[src/rtl/led_status_display.sv]
// led_status_display: slow step-driven LED patterns (rotate, bounce, value,
// blink) with a sticky alarm blink overlay; all outputs registered.
// Ports: i_clk, i_reset (sync, active-high), i_mode[1:0], i_value,
//   i_value_valid, i_alarm, i_alarm_clr -> o_led, o_heartbeat, o_step, o_alarm.
module led_status_display #(
   parameter int N_LEDS         = 4,
   parameter int DIV_BITS       = 16,
   parameter int TICKS_PER_STEP = 32
) (
   input  logic              i_clk,
   input  logic              i_reset,
   input  logic [1:0]        i_mode,
   input  logic [N_LEDS-1:0] i_value,
   input  logic              i_value_valid,
   input  logic              i_alarm,
   input  logic              i_alarm_clr,
   output logic [N_LEDS-1:0] o_led,
   output logic              o_heartbeat,
   output logic              o_step,
   output logic              o_alarm
);

   localparam int PW = (N_LEDS > 1) ? $clog2(N_LEDS) : 1;
   localparam int TW = (TICKS_PER_STEP > 1) ? $clog2(TICKS_PER_STEP) : 1;
   localparam logic [PW-1:0] POS_MAX  = PW'(N_LEDS - 1);
   localparam logic [TW-1:0] TICK_MAX = TW'(TICKS_PER_STEP - 1);

   typedef enum logic {DIR_UP, DIR_DOWN} dir_t;

   logic [DIV_BITS-1:0] r_div_cnt;
   logic [TW-1:0]       r_tick_cnt;
   logic [1:0]          r_mode;
   logic [PW-1:0]       r_pos;
   dir_t                r_dir;
   logic [N_LEDS-1:0]   r_val;
   logic                r_alarm;
   logic                r_hb;
   logic                r_step;
   logic [N_LEDS-1:0]   r_led;
   logic                r_alarm_o;

   logic                w_tick;
   logic                w_step;
   logic                w_mode_chg;
   logic [PW-1:0]       w_pos_nxt;
   dir_t                w_dir_nxt;
   logic [N_LEDS-1:0]   w_led_nxt;

   assign w_tick     = &r_div_cnt;
   assign w_step     = w_tick && (r_tick_cnt == TICK_MAX);
   assign w_mode_chg = (i_mode != r_mode);

   // position / direction next state; a mode change restarts the pattern
   // and suppresses any advance on the same edge
   always_comb begin
      w_pos_nxt = r_pos;
      w_dir_nxt = r_dir;
      if (w_mode_chg) begin
         w_pos_nxt = '0;
         w_dir_nxt = DIR_UP;
      end else if (w_step) begin
         if (r_mode == 2'd1) begin
            if (N_LEDS > 1) begin
               if (r_dir == DIR_UP) begin
                  if (r_pos == POS_MAX) begin
                     w_pos_nxt = r_pos - 1'b1;
                     w_dir_nxt = DIR_DOWN;
                  end else begin
                     w_pos_nxt = r_pos + 1'b1;
                  end
               end else begin
                  if (r_pos == '0) begin
                     w_pos_nxt = r_pos + 1'b1;
                     w_dir_nxt = DIR_UP;
                  end else begin
                     w_pos_nxt = r_pos - 1'b1;
                  end
               end
            end
         end else begin
            w_pos_nxt = (r_pos == POS_MAX) ? '0 : r_pos + 1'b1;
         end
      end
   end

   // LED pattern from the registered state; alarm overrides every mode
   always_comb begin
      w_led_nxt = '0;
      if (r_alarm) begin
         w_led_nxt = {N_LEDS{r_hb}};
      end else begin
         unique case (r_mode)
            2'd0:    w_led_nxt = N_LEDS'(1) << r_pos;
            2'd1:    w_led_nxt = N_LEDS'(1) << r_pos;
            2'd2:    w_led_nxt = r_val;
            default: w_led_nxt = {N_LEDS{r_hb}};
         endcase
      end
   end

   always_ff @(posedge i_clk) begin
      if (i_reset) begin
         r_div_cnt  <= '0;
         r_tick_cnt <= '0;
         r_mode     <= 2'd0;
         r_pos      <= '0;
         r_dir      <= DIR_UP;
         r_val      <= '0;
         r_alarm    <= 1'b0;
         r_hb       <= 1'b0;
         r_step     <= 1'b0;
         r_led      <= '0;
         r_alarm_o  <= 1'b0;
      end else begin
         r_div_cnt <= r_div_cnt + 1'b1;
         if (w_tick) begin
            r_tick_cnt <= (r_tick_cnt == TICK_MAX) ? '0 : r_tick_cnt + 1'b1;
         end
         r_mode <= i_mode;
         r_pos  <= w_pos_nxt;
         r_dir  <= w_dir_nxt;
         if (i_value_valid) begin
            r_val <= i_value;
         end
         // set has priority over clear
         if (i_alarm) begin
            r_alarm <= 1'b1;
         end else if (i_alarm_clr) begin
            r_alarm <= 1'b0;
         end
         if (w_step) begin
            r_hb <= ~r_hb;
         end
         r_step    <= w_step;
         r_led     <= w_led_nxt;
         r_alarm_o <= r_alarm;
      end
   end

   assign o_led       = r_led;
   assign o_heartbeat = r_hb;
   assign o_step      = r_step;
   assign o_alarm     = r_alarm_o;

endmodule
[config.mk]
export PLATFORM = sky130hd
export DESIGN_NAME = led_status_display
export DESIGN_NICKNAME = d
export VERILOG_FILES = /design/src/rtl/led_status_display.sv
export SDC_FILE = /design/constraint.sdc
export NUM_CORES = 1
export LEC_CHECK = 0
export ABC_AREA = 0
export BUFFER_PORTS_ARGS = -buffer_cell sky130_fd_sc_hd__buf_2
export CAP_MARGIN = 20
export CORE_ASPECT_RATIO = 0.75
export CORE_UTILIZATION = 40
export CTS_CLUSTER_DIAMETER = 120
export DETAILED_ROUTE_END_ITERATION = 6
export GPL_TIMING_DRIVEN = 0
export PLACE_DENSITY_LB_ADDON = 0.15
export SYNTH_ARGS = -nofsm -noshare
export SYNTH_HDL_FRONTEND = slang
export SYNTH_SLANG_ARGS = --single-unit
export TNS_END_PERCENT = 20
[constraint.sdc]
create_clock -name i_clk -period 3.1 [get_ports i_clk]
set_clock_uncertainty 0.2 [all_clocks]
set_input_delay 0.31 -clock i_clk [delete_from_list [all_inputs] [get_ports i_clk]]
set_output_delay 0.31 -clock i_clk [all_outputs]
set_load 0.05 [all_outputs]
==> flow_summary.toml <==
[timing]
fin_crit_ns = 2.69
hold_viol = 0
timing.slew.headroom = 0.537
setup_ws_ns = 0.413
slew_violations = 0
rsz0062_at_grt = "no"
setup_viol = 0
period_share = 0.867
max_freq_mhz = 372
tightest_slew_ns = 0.689
fin_tns_setup_ns = 0

[yosys]
ys_ff_latch = 38
syn_area_mm2 = 0.00168
synthCells = 193
yosysUniqueCellTypes = 31
avgSynthCellArea_um2 = 8.69
yosys_warnings = 0
syn-num-nets = 212
yosysSeqAreaShare = 0.453

[floorplanning]
core_mm2 = 0.00383
dieHeight_um = 58.1
dieArea_mm2 = 0.00446
num_io_pins = 18
initial_core_util = 0.438
die_x_um = 76.8
rows = 19

[finish]
num-nets-final = 235
mostFrequentLayoutCells = "38 x nor2_1, 38 x dfxtp_1, 17 x a21oi_1, 17 x buf_2, 11 x nand2_1"
diodes = 0
fillCellCount = 362
areaGrowthSynthToFinish_pct = 15.0
layout-drive-gt1-share = 0.115
final_cell_count_no_fill = 269

[pwr]
power_frac_comb = 0.068
p_clk_frac = 0.412
p_int_mw = 0.765
max-vdd-ir-drop_mv = 0.306
p_seq_frac = 0.520
switchingPower_mw = 0.215
power_density_mw_per_mm2 = 508
leakage_nw = 0.756
sw_frac_of_total = 0.220

[grt]
grt_antenna_before_repair = 0
grtUsageTotal = 0.171
overflow = 0
grt_start_max_net_pins = 12
grt_pass1_wl_um = 5810
grt_pass1_vias = 1290

[drt]
drtAntennaViolNets = 0
drtPass1Iterations = 4
drc_errors = 0
wl_per_cell_um = 12.6
routed_wirelength_um = 3400
dr_total_vias = 1384
viasPerCell = 5.14
drtIter0Drc = 62

[job]
cap_violations = 0

[setup_path]
cp_top_family = "simple AND/OR/NAND/NOR gates"
path_depth = 9
critPathRequiredTime_ns = 3.12
cpMostUsedCell = "ha_1"
crit_chain = "ha_1 -> and3_1 -> ha_1 -> buf_1 -> nand4_1 -> or4_1 -> clkbuf_1 -> or3_1 -> a21oi_1"
cp.arrival_ns = 2.70
timing.critical_path.to_type = "flip-flop"
rr_worst_depth = 9
worstSetupStartpointType = "flip-flop"
crit_fanout = 9
crit_slowest_cell = "dfxtp_1"
worstSetupPathType = "flip-flop to flip-flop"
cpPeakStageDelay_ns = 0.40
crit_buf_inv = 2

[placement]
io_buffers = 16
gp_congestion = 0.773
dp_hpwl_um = 2520
dp_cells = 261
place_ws_ns = 0.429

[clock_tree]
clock-sinks = 38
cts_resized = 0
cts_max_level = 2
postCtsHoldBufs = 0
clock_latency_ns = 0.28
cts_tree = "yes"
clockBufferDepth = 2
cts_made_buffers = 5
cts_root_buffer = "clkbuf_8"
post_cts_buffers = 0
path_clk_slew_ns = 0.07

[worst_hold_path]
hold_class = "input port to flip-flop"
hold_depth = 3

[run_status]
outcome = "finished clean"
-- cells in the mapped netlist --
library cell,number,area share
a21oi_1,17,0.051
a311oi_1,1,0.0052
a31oi_1,1,0.0037
and3_1,3,0.011
and4_1,1,0.0052
buf_1,1,0.0022
buf_2,1,0.0030
clkbuf_1,7,0.016
dfxtp_1,38,0.45
ha_1,8,0.060
inv_1,5,0.011
mux2i_1,6,0.036
nand2_1,11,0.025
nand2b_1,1,0.0037
nand3_1,5,0.015
nand3b_1,1,0.0045
nand4_1,6,0.022
nand4_4,1,0.013
nor2_1,38,0.085
nor2b_1,5,0.019
nor3_1,2,0.0060
nor4_1,2,0.0075
o21ai_0,6,0.018
o21bai_1,1,0.0045
o31ai_1,1,0.0045
or3_1,4,0.015
or3_2,1,0.0045
or4_1,4,0.018
or4b_1,1,0.0060
xnor2_1,7,0.037
xor2_1,7,0.037
-- flip-flops by register name, indices dropped and copies added, names as in the netlist --
register,cells
o_alarm,1
o_heartbeat,1
o_led,4
o_step,1
r_alarm,1
r_dir,1
r_div_cnt,16
r_mode,2
r_pos,2
r_tick_cnt,5
r_val,4
-- layer usage --
layer | track usage | routed length [um] | share of wire | vias up
met4 | 0.0687 | 42 | 0.012 | 0
met5 | 0 | 0 | 0 | -
li1 | - | - | - | 703
met3 | 0.0472 | 118 | 0.035 | 6
met1 | 0.226 | 1770 | 0.52 | 646
met2 | 0.264 | 1470 | 0.43 | 29
-- path summary, 6_finish.rpt --
path | from | endpoint | slack, ns
min reg2reg | r_tick_cnt[4] | r_tick_cnt[4] | 0.26
min | i_alarm | r_alarm | 0.03
max reg2reg | r_tick_cnt[0] | r_dir | 0.41
max | r_tick_cnt[0] | r_dir | 0.41
-- stage by stage --
stage | utilization | power [mW] | area (um^2) | hold slack, ns
finish | 0.504 | 0.980 | 1930 | 0.0330
global route | 0.504 | 1.03 | 1930 | 0.0424
CTS | 0.504 | 0.992 | 1930 | 0.0264
detailed placement | 0.476 | 0.588 | 1820 | 0.250
global placement | 0.476 | 0.586 | 1820 | 0.243
floorplan | - | 0.567 | 1680 | 0.182
-- final cells by class --
class	count	area, um^2	area share
clock buffers	7	76.3	0.0396
flip-flops and latches	38	761	0.394
inverters	5	18.8	0.00973
multi-input cells	141	863	0.447
repair buffers	16	80.1	0.0415
plain buffers	9	35.0	0.0182
clock inverters	1	30.0	0.0156
well taps	52	65.1	0.0337
-- tightest hold or removal path, delay by kind of cell --
family	cells	cell delay, ns
compound gates	1	0.03
simple gates	1	0.06
buf+inv	1	0.07
-- power groups by stage --
stage	Clock, mW	Combinational [mW]	Sequential [mW]
2_1_floorplan	0	0.0327	0.534
3_3_place_gp	0	0.0655	0.520
3_5_place_dp	0	0.0666	0.521
4_1_cts	0.415	0.0671	0.510
5_1_grt	0.447	0.0734	0.511
6_report	0.403	0.0668	0.510
-- kinds of logic (layout without fill, tap and decap cells) --
group | count (synthesis) | count (layout) | share of synthesized area
compound gates | 27 | 27 | 0.0865
flops | 38 | 38 | 0.453
mux | 6 | 6 | 0.0358
simple gates | 86 | 86 | 0.260
xor+xnor | 14 | 14 | 0.0731
buf+inv | 14 | 38 | 0.0321
fa+ha+maj | 8 | 8 | 0.0597
(Power assumes the default switching activity.)
